`src/rtl/alarm_time_keeper.sv`:
```
`timescale 1ns/1ps
// ---------------------------------------------------------------------------
// alarm_time_keeper
//
// Holds the programmed alarm time, edited by one-cycle increment pulses from
// the alarm-setting FSM, compares it with the running clock time and drives
// the buzzer enable through a small ring/timeout FSM.
//
// Optional feature: define ALARM_SNOOZE_EN to add a snooze input, a snoozing
// status output and a SNOOZE state that silences the ring for SNOOZE_LEN
// cycles before ringing again. Without it the FSM has only IDLE and RING.
//
// Parameters
//   HOUR_MAX   highest alarm hour, wraps to 0 afterwards
//   MIN_MAX    highest alarm minute, wraps to 0 afterwards
//   RING_LEN   cycles the ring stays high without a stop request
//   SNOOZE_LEN cycles of silence per snooze (ALARM_SNOOZE_EN only)
//
// Ports
//   clk         system clock, rising edge
//   reset_n     asynchronous active-low reset
//   hours_inc   pulse: increment alarm hour
//   mins_inc    pulse: increment alarm minute
//   alarm_on    level: alarm armed
//   stop        pulse: silence the alarm
//   snooze      pulse: snooze a ringing alarm (ALARM_SNOOZE_EN only)
//   cur_hour    current clock hour 0..23
//   cur_min     current clock minute 0..59
//   alarm_hour  programmed alarm hour (registered)
//   alarm_min   programmed alarm minute (registered)
//   ring        buzzer enable (registered)
//   snoozing    snooze period active (registered, ALARM_SNOOZE_EN only)
// ---------------------------------------------------------------------------
module alarm_time_keeper #(
  parameter int HOUR_MAX   = 23,
  parameter int MIN_MAX    = 59,
  parameter int RING_LEN   = 60,
  parameter int SNOOZE_LEN = 300
) (
  input  logic       clk,
  input  logic       reset_n,
  input  logic       hours_inc,
  input  logic       mins_inc,
  input  logic       alarm_on,
  input  logic       stop,
`ifdef ALARM_SNOOZE_EN
  input  logic       snooze,
  output logic       snoozing,
`endif
  input  logic [4:0] cur_hour,
  input  logic [5:0] cur_min,
  output logic [4:0] alarm_hour,
  output logic [5:0] alarm_min,
  output logic       ring
);

  // Counter must hold the larger of the two reload values.
  localparam int CNT_MAX = (RING_LEN > SNOOZE_LEN) ? RING_LEN : SNOOZE_LEN;
  localparam int CNT_W   = $clog2(CNT_MAX + 1);

  localparam logic [CNT_W-1:0] RING_RELOAD   = CNT_W'(RING_LEN - 1);
`ifdef ALARM_SNOOZE_EN
  localparam logic [CNT_W-1:0] SNOOZE_RELOAD = CNT_W'(SNOOZE_LEN - 1);
`endif

  localparam logic [1:0] ST_IDLE   = 2'd0;
  localparam logic [1:0] ST_RING   = 2'd1;
`ifdef ALARM_SNOOZE_EN
  localparam logic [1:0] ST_SNOOZE = 2'd2;
`endif

  logic [4:0]       r_alarm_hour;
  logic [5:0]       r_alarm_min;
  logic             r_match_q;
  logic [1:0]       r_state;
  logic [CNT_W-1:0] r_cnt;
  logic             r_ring;
`ifdef ALARM_SNOOZE_EN
  logic             r_snoozing;
`endif

  logic w_match;
  logic w_trigger;

  assign w_match   = (cur_hour == r_alarm_hour) && (cur_min == r_alarm_min);
  // Only the rising edge of match fires, so a held match rings once and
  // arming the alarm while already matching stays silent.
  assign w_trigger = w_match && !r_match_q && alarm_on;

  // -------------------------------------------------------------------------
  // Alarm time edit and match history. Edits run in every FSM state and the
  // minute wrap never carries into the hour.
  // -------------------------------------------------------------------------
  // NOTE: every clocked register uses non-blocking assignment so that all
  // flops sample pre-edge values, independent of statement order.
  always_ff @(posedge clk or negedge reset_n) begin
    if (!reset_n) begin
      r_alarm_hour <= '0;
      r_alarm_min  <= '0;
      // Starts high so the 00:00 == 00:00 match right after reset is not
      // mistaken for a fresh match edge.
      r_match_q    <= 1'b1;
    end else begin
      if (hours_inc)
        r_alarm_hour <= (r_alarm_hour == 5'(HOUR_MAX)) ? 5'd0 : r_alarm_hour + 5'd1;
      if (mins_inc)
        r_alarm_min  <= (r_alarm_min == 6'(MIN_MAX)) ? 6'd0 : r_alarm_min + 6'd1;
      r_match_q <= w_match;
    end
  end

  // -------------------------------------------------------------------------
  // Ring / timeout FSM. Entering RING loads RING_LEN-1 and the ring leaves
  // when the counter reaches 0, giving exactly RING_LEN high cycles.
  // stop and alarm_on=0 take priority over every other transition.
  // -------------------------------------------------------------------------
  always_ff @(posedge clk or negedge reset_n) begin
    if (!reset_n) begin
      r_state    <= ST_IDLE;
      r_cnt      <= '0;
      r_ring     <= 1'b0;
`ifdef ALARM_SNOOZE_EN
      r_snoozing <= 1'b0;
`endif
    end else begin
      case (r_state)
        ST_IDLE: begin
          r_ring <= 1'b0;
          if (w_trigger) begin
            r_state <= ST_RING;
            r_cnt   <= RING_RELOAD;
            r_ring  <= 1'b1;
          end
        end

        ST_RING: begin
          // A trigger here is ignored; the counter is never reloaded.
          if (stop || !alarm_on) begin
            r_state <= ST_IDLE;
            r_ring  <= 1'b0;
`ifdef ALARM_SNOOZE_EN
          end else if (snooze) begin
            r_state    <= ST_SNOOZE;
            r_cnt      <= SNOOZE_RELOAD;
            r_ring     <= 1'b0;
            r_snoozing <= 1'b1;
`endif
          end else if (r_cnt == '0) begin
            r_state <= ST_IDLE;
            r_ring  <= 1'b0;
          end else begin
            r_cnt <= r_cnt - 1'b1;
          end
        end

`ifdef ALARM_SNOOZE_EN
        ST_SNOOZE: begin
          if (stop || !alarm_on) begin
            r_state    <= ST_IDLE;
            r_snoozing <= 1'b0;
          end else if (r_cnt == '0) begin
            r_state    <= ST_RING;
            r_cnt      <= RING_RELOAD;
            r_ring     <= 1'b1;
            r_snoozing <= 1'b0;
          end else begin
            r_cnt <= r_cnt - 1'b1;
          end
        end
`endif

        default: begin
          r_state <= ST_IDLE;
          r_ring  <= 1'b0;
`ifdef ALARM_SNOOZE_EN
          r_snoozing <= 1'b0;
`endif
        end
      endcase
    end
  end

  assign alarm_hour = r_alarm_hour;
  assign alarm_min  = r_alarm_min;
  assign ring       = r_ring;
`ifdef ALARM_SNOOZE_EN
  assign snoozing   = r_snoozing;
`endif

endmodule
```
`config.mk`:
```
export PLATFORM = sky130hd
export DESIGN_NAME = alarm_time_keeper
export DESIGN_NICKNAME = d
export VERILOG_FILES = /design/src/rtl/alarm_time_keeper.sv
export SDC_FILE = /design/constraint.sdc
export NUM_CORES = 1
export LEC_CHECK = 0
export ABC_CLOCK_PERIOD_IN_PS = 2150
export BUFFER_PORTS_ARGS = -buffer_cell sky130_fd_sc_hd__buf_4
export CAP_MARGIN = 20
export CORE_MARGIN = 5
export CORE_UTILIZATION = 30
export CTS_CLUSTER_SIZE = 14
export DETAILED_ROUTE_END_ITERATION = 8
export GPL_TIMING_DRIVEN = 0
export SYNTH_ARGS = -nofsm -noshare
export SYNTH_HDL_FRONTEND = slang
export SYNTH_SLANG_ARGS = --single-unit
```
`constraint.sdc`:
```
create_clock -name clk -period 2.15 [get_ports clk]
set_input_delay 0.3225 -clock clk [delete_from_list [all_inputs] [get_ports clk]]
set_output_delay 0.3225 -clock clk [all_outputs]
set_load 0.005 [all_outputs]
```
## Yosys cells after proc, flatten, opt, wreduce, memory -nomap -nowiden

Index checks and enable logic that the tools add are counted.

- Bits in registers: 24
- Output and inout bits: 12
- Word-level logic and storage cells: 43
- Input bits: 17

- Equal/unequal tests: 9
- Mux-type cells: 14
- Reductions and logical operators: 11
- Add/sub/neg operators: 3

Operators by type and width:

| kind | number |
|---|---|
| $mux W9 | 3 |
| $pmux W9 S2 | 1 |
| $logic_not A9 Y1 | 1 |
| $sub A9 B1 Y9 const B | 1 |
| $add A6 B1 Y6 const B | 1 |
| $eq A6 B6 Y1 | 1 |
| $eq A6 B6 Y1 const B | 1 |
| $mux W2 | 3 |
| $mux W6 | 1 |
| $ne A2 B2 Y1 const B | 3 |
| $add A5 B1 Y5 const B | 1 |
| $eq A5 B5 Y1 | 1 |
| $eq A5 B5 Y1 const B | 1 |
| $mux W5 | 1 |
| $pmux W2 S2 | 1 |
| $reduce_and A4 Y1 | 1 |
| $logic_and A1 B1 Y1 | 3 |
| $mux W1 | 3 |
| $ne A3 B3 Y1 const B | 1 |
| $eq A2 B1 Y1 const B | 1 |
| $logic_not A1 Y1 | 2 |
| $logic_not A2 Y1 | 1 |
| $pmux W1 S2 | 1 |
| $reduce_and A2 Y1 | 1 |
| other kinds (2) | 2 |

## Depth between registers and ports, before layout

- Depth in word-level cells: 6
- Gate-level depth with buffers: 8
- Depth with buffers taken out: 7

## Least setup slack after synthesis

No wires, ideal clock.

- Path kind: register to register
- From: register r_cnt[0]
- To: register r_cnt[3]
- Buffers on the path: 1
- Setup time: 0.120 ns
- Period minus slack after synthesis: 1.652 ns
- Arrival: 1.532 ns
- Path slack: 0.498 ns
- Stages on the path, launching flop included: 8
- Cells stage by stage: dfrtp_1 > inv_1 > ha_1 > nor4b_2 > a21oi_1 > or2_1 > buf_6 > o211a_1

- Word-level cells in the longest chain between the ends: 4
- Elaborated cells between the ends (all ways): 7
- Classes of those cells: 1 x add/sub; 1 x eq/ne; 3 x mux; 2 x reduce/logical

RTL lines:

| what | line | RTL |
|---|---|---|
| from (decl) | 76 | `logic [CNT_W-1:0] r_cnt;` |
| from (signal assigned) | 152 | `r_cnt <= r_cnt - 1'b1;` |
| $sub A9 B1 Y9 | 152 |  |
| $mux W9 | 148 | `end else if (r_cnt == '0) begin` |
| $mux W9 | 138 | `if (stop \|\| !alarm_on) begin` |
| $pmux W9 S2 | 126 | `case (r_state)` |

Several ways; a longest one is shown, not always the timed one. The select of a mux whose other input is x is not followed.
A chain may end at the register's enable or synchronous reset.

## Worst setup path in the final report

- From: register r_cnt[0]
- To: register r_cnt[5]

The elaborated chain is that of the path after synthesis.

==> results by stage <==
Yosys:
- The number of enable flip-flop cells after synthesis is 0.
- Synthesis instantiated 38 different standard cells from the library.
- The post-synth design cell area is 1260 um2.
- The top flip-flop cell by instance count after synthesis is dfrtp_1.
- Summing the sequential cell areas from Yosys gives 45.8% of the chip area.
- The mean cell area of the mapped netlist is 9.91 um2.
- The largest area contributor in the synthesized netlist is dfrtp_1.
- The synthesized flop and latch total is 23.
- Sorting the synthesized cells by area gives the leading types as dfrtp_1 (44%), xor2_1 (6.3%), xnor2_1 (4.2%).
- Of the post-synthesis cell area, the dominant cell type holds 43.7%.
- The share of flip-flops with an asynchronous set or reset is 100%.
- The yosys synthesis warning count is 0.
- The number of nets in the synthesized netlist is 147.
- The cell count after synthesis came out at 127.

Global route:
- For this run the aggregate overflow at the end of global routing stands at 0.
- Global routing used 10.4% of the available tracks.
- The number of antenna violations at the first check in global routing is 0.
- The via count of the first global-routing pass was 1063.
- The first global-routing pass estimated between 4000 and 5000 um of wire.
- The maximum number of pins on one net before global-route repair is 24.

Finish:
- The combined area of the multi-input logic cells is roughly 640 um2.
- The final antenna diode count is 0.
- The area used by sequential logic in the layout is 577 um2.
- After the last flow step, the layout net total stands at around 180.
- Of the cells placed in the final design, the portion with a size suffix greater than 1 is around 25%.
- The number of filler instances in the final layout is 424.
- From synthesis to final layout, the design area changed by 26.0%.

Timing:
- The worst clock skew on the final layout is roughly 1.2 ps.
- Final hold analysis gives a worst-case slack of 283 ps.
- The actual transition at the worst max-transition pin is 602 ps.
- The number of slew-limit violations in the final report came to 0.
- Setup violations remaining at the end of the flow were counted as 0.
- Setup repair after global routing left no endpoint under its margin.
- The headroom to the max-slew limit is between 50% and 60%.
- Setup total negative slack on the finished layout was measured at 0 ps.
- The portion of the clock cycle consumed by the worst path in the final layout is between 80% and 90%.
- The final critical-path required period is 1900 ps.
- Derived from the worst setup path, the maximum achievable clock frequency is 526 MHz.
- The count of endpoints failing hold in the final timing report is 0.

Run:
- The tool flagged a number of max-cap violations equal to 0.

Clocking:
- The number of buffers on the longest clock path is 2.
- The number of H-tree branching levels is 1.
- Counting the buffers created by CTS gives 3.
- Post-CTS repair changed the size of 0 cells.
- The CTS tree is yes.
- The clock-pin transition on the worst setup and hold timing paths is 80 ps.
- The worst-skew pair later-pin latency is 260 ps.
- Post-CTS timing repair inserted 0 buffers for setup.
- The cell chosen for the clock root is clkbuf_8.
- For this design, the sink count on the clock tree is 23.

Outcome:
- The flow ran to the end, and the final reports show no timing, DRC or antenna violations.

Die:
- The x dimension of the die is approximately 75 um.
- In this run the vertical extent of the chip is roughly 75 um.
- The area inside the core boundary is a little over 4000 um2.
- The number of rows in the core area is 23.
- The initial core utilization is 31.2%.
- The number of top-level design ports is 29.
- The floorplan step defined a die boundary enclosing 5590 um2.

Power:
- The worst-case vdd ir drop is 496 uV.
- The total power per unit cell area is 1010 nW/um2.
- The static power due to leakage is 0.732 nW.

Routing:
- The first routing iteration left 46 violations.
- Dividing the detail-routed via count by the number of cells gives approximately 4.9.
- The detail route stage leaves a number of antenna-violating nets equal to 0.
- Summing over every cut layer, the via total after detailed routing is 1038.
- For this run, the detailed router's first-pass iteration total came to 4.
- After detailed routing, the total wire length is 2730 um.
- The routed length per instance is 13.0 um.
- The number of DRC violations after detailed routing is 0.

Worst setup path:
- The required time reported for the critical path endpoint is between 2000 and 2500 ps.
- The worst path arrival time is approximately 2100 ps.
- The worst register-to-register path ends at r_cnt[5]$_DFFE_PN0P_.
- Of all nets on the critical path, the largest fanout is 10.
- The startpoint of the lowest-slack register-to-register path is r_cnt[0]$_DFFE_PN0P_.
- For flop-to-flop paths, the worst setup slack is 250 ps.
- STA classifies the critical path startpoint as a flop.
- The worst setup path is captured at a flop.
- The path type of the worst setup path is flop to flop.
- The number of cells traversed by the worst register-to-register path is 8.

Placement:
- Routability-driven placement finished with a final weighted congestion of 0.761.
- The sum of net half-perimeters after detailed placement is 2070 um.
- The count of buffers from port buffering is 28.

Hold path:
- The end point of the worst hold path is alarm_hour[0]$_DFFE_PN0P_.
- Along the worst hold path, the cell count comes to 2.
- The path class of the tightest hold or removal check is primary input to flop.
- The worst hold path begins at hours_inc.
[cell usage after synthesis, drive strengths merged, types with 2 or more instances]
cell type,instances
nand2,13
nor3b,2
dfrtp,22
or3,2
nand3,3
xnor2,6
a31oi,4
mux2,2
inv,5
nand3b,3
o21ai,6
nor2,8
xor2,9
clkbuf,3
a21o,2
nor4,3
nor3,4
nand2b,3
a21oi,6
ha,3
nand4,4
[flip-flops by register name (all words and copies together) (netlist names)]
signal and cells:
alarm_min 6, r_match_q 1, r_state 1, ring 1
r_cnt 9, alarm_hour 5
[metrics by stage]
step | cells | total power, W | area [um2] | worst slack (ps) | util, %
floorplan | 127 | 0.00106 | 1260 | 498 | -
global route | 210 | 0.00173 | 1590 | 92.4 | 39.4
finish | 210 | 0.00160 | 1590 | 250 | 39.4
global placement | 205 | 0.00132 | 1530 | 328 | 38.0
CTS | 210 | 0.00162 | 1590 | 252 | 39.4
detailed placement | 205 | 0.00134 | 1530 | 279 | 38.0
[routing by layer]
metal	vias up	part of all wire, %	wire, um	GRT usage (%)
met5	-	0	0	0
met4	0	1.1	29	3.75
met3	5	5.6	152	2.80
met2	24	46	1250	17.3
met1	495	48	1300	13.1
li1	514	-	-	-
[cells by family after synthesis]
group	share of synthesized area [%]
and+or+nand+nor	23.2
AOI/OAI and AO/OA	12.4
DFF	45.8
xor gates and xnor gates	10.4
buffers and inverters	3.38
adders and majority gates	2.98
muxes	1.79
[placed cells by master, fill, tap and decap left out, types with 3 or more instances in the layout]
master	count
a21oi_1	6
a31oi_1	4
buf_4	28
clkbuf_1	3
clkbuf_8	3
dfrtp_1	22
ha_1	3
inv_1	5
nand2_1	13
nand2b_1	3
nand3_1	3
nand3b_1	3
nand4_1	4
nor2_1	8
nor3_1	4
o21ai_0	5
xnor2_1	6
xor2_1	9
[power breakdown]
group          switching, W  internal (W)  leakage (nW)
Clock              0.000135      0.000132        0.0228
Combinational      0.000270      0.000343         0.417
Sequential         0.000174      0.000545         0.292
Total              0.000579       0.00102         0.732
[what timing repair did]
| item | 4_1_cts | 5_1_grt |
|---|---|---|
| hold buffers | 1 | 0 |
| hold endpoints to repair | 22 | 0 |
| endpoints found under the setup margin | 0 | 0 |
[critical path: stages (launching register included)]
cell and delay, ps:
dfrtp_1 410, inv_1 70, ha_1 200, nor4b_2 360
a21oi_1 130, clkbuf_1 260, nand3_1 140, o21ai_0 110
a2bb2oi_2 150
[worst max-delay path by stage]
| stage | start | endpoint | slack, ps | cells after the start |
|---|---|---|---|---|
| 2_1_floorplan | r_cnt[0]$_DFFE_PN0P_ | r_cnt[3]$_DFFE_PN0P_ | 500 | 7 |
| 3_3_place_gp | r_cnt[0]$_DFFE_PN0P_ | r_cnt[5]$_DFFE_PN0P_ | 330 | 8 |
| 3_5_place_dp | r_cnt[0]$_DFFE_PN0P_ | r_cnt[3]$_DFFE_PN0P_ | 280 | 7 |
| 4_1_cts | r_cnt[0]$_DFFE_PN0P_ | r_cnt[5]$_DFFE_PN0P_ | 250 | 8 |
| 5_1_grt | r_cnt[0]$_DFFE_PN0P_ | r_cnt[5]$_DFFE_PN0P_ | 90 | 8 |
| 6_report | r_cnt[0]$_DFFE_PN0P_ | r_cnt[5]$_DFFE_PN0P_ | 250 | 8 |
[layout make-up]
type                       instances  share of cell area [%]
buffer                             4                    1.50
clock buffer                       4                    2.84
inverter                           5                    1.18
multi-input combinational         95                    40.3
sequential                        23                    36.4
tap                               50                    3.94
timing repair buffer              29                    13.9
No activity file was read; power rests on OpenSTA's default activity.
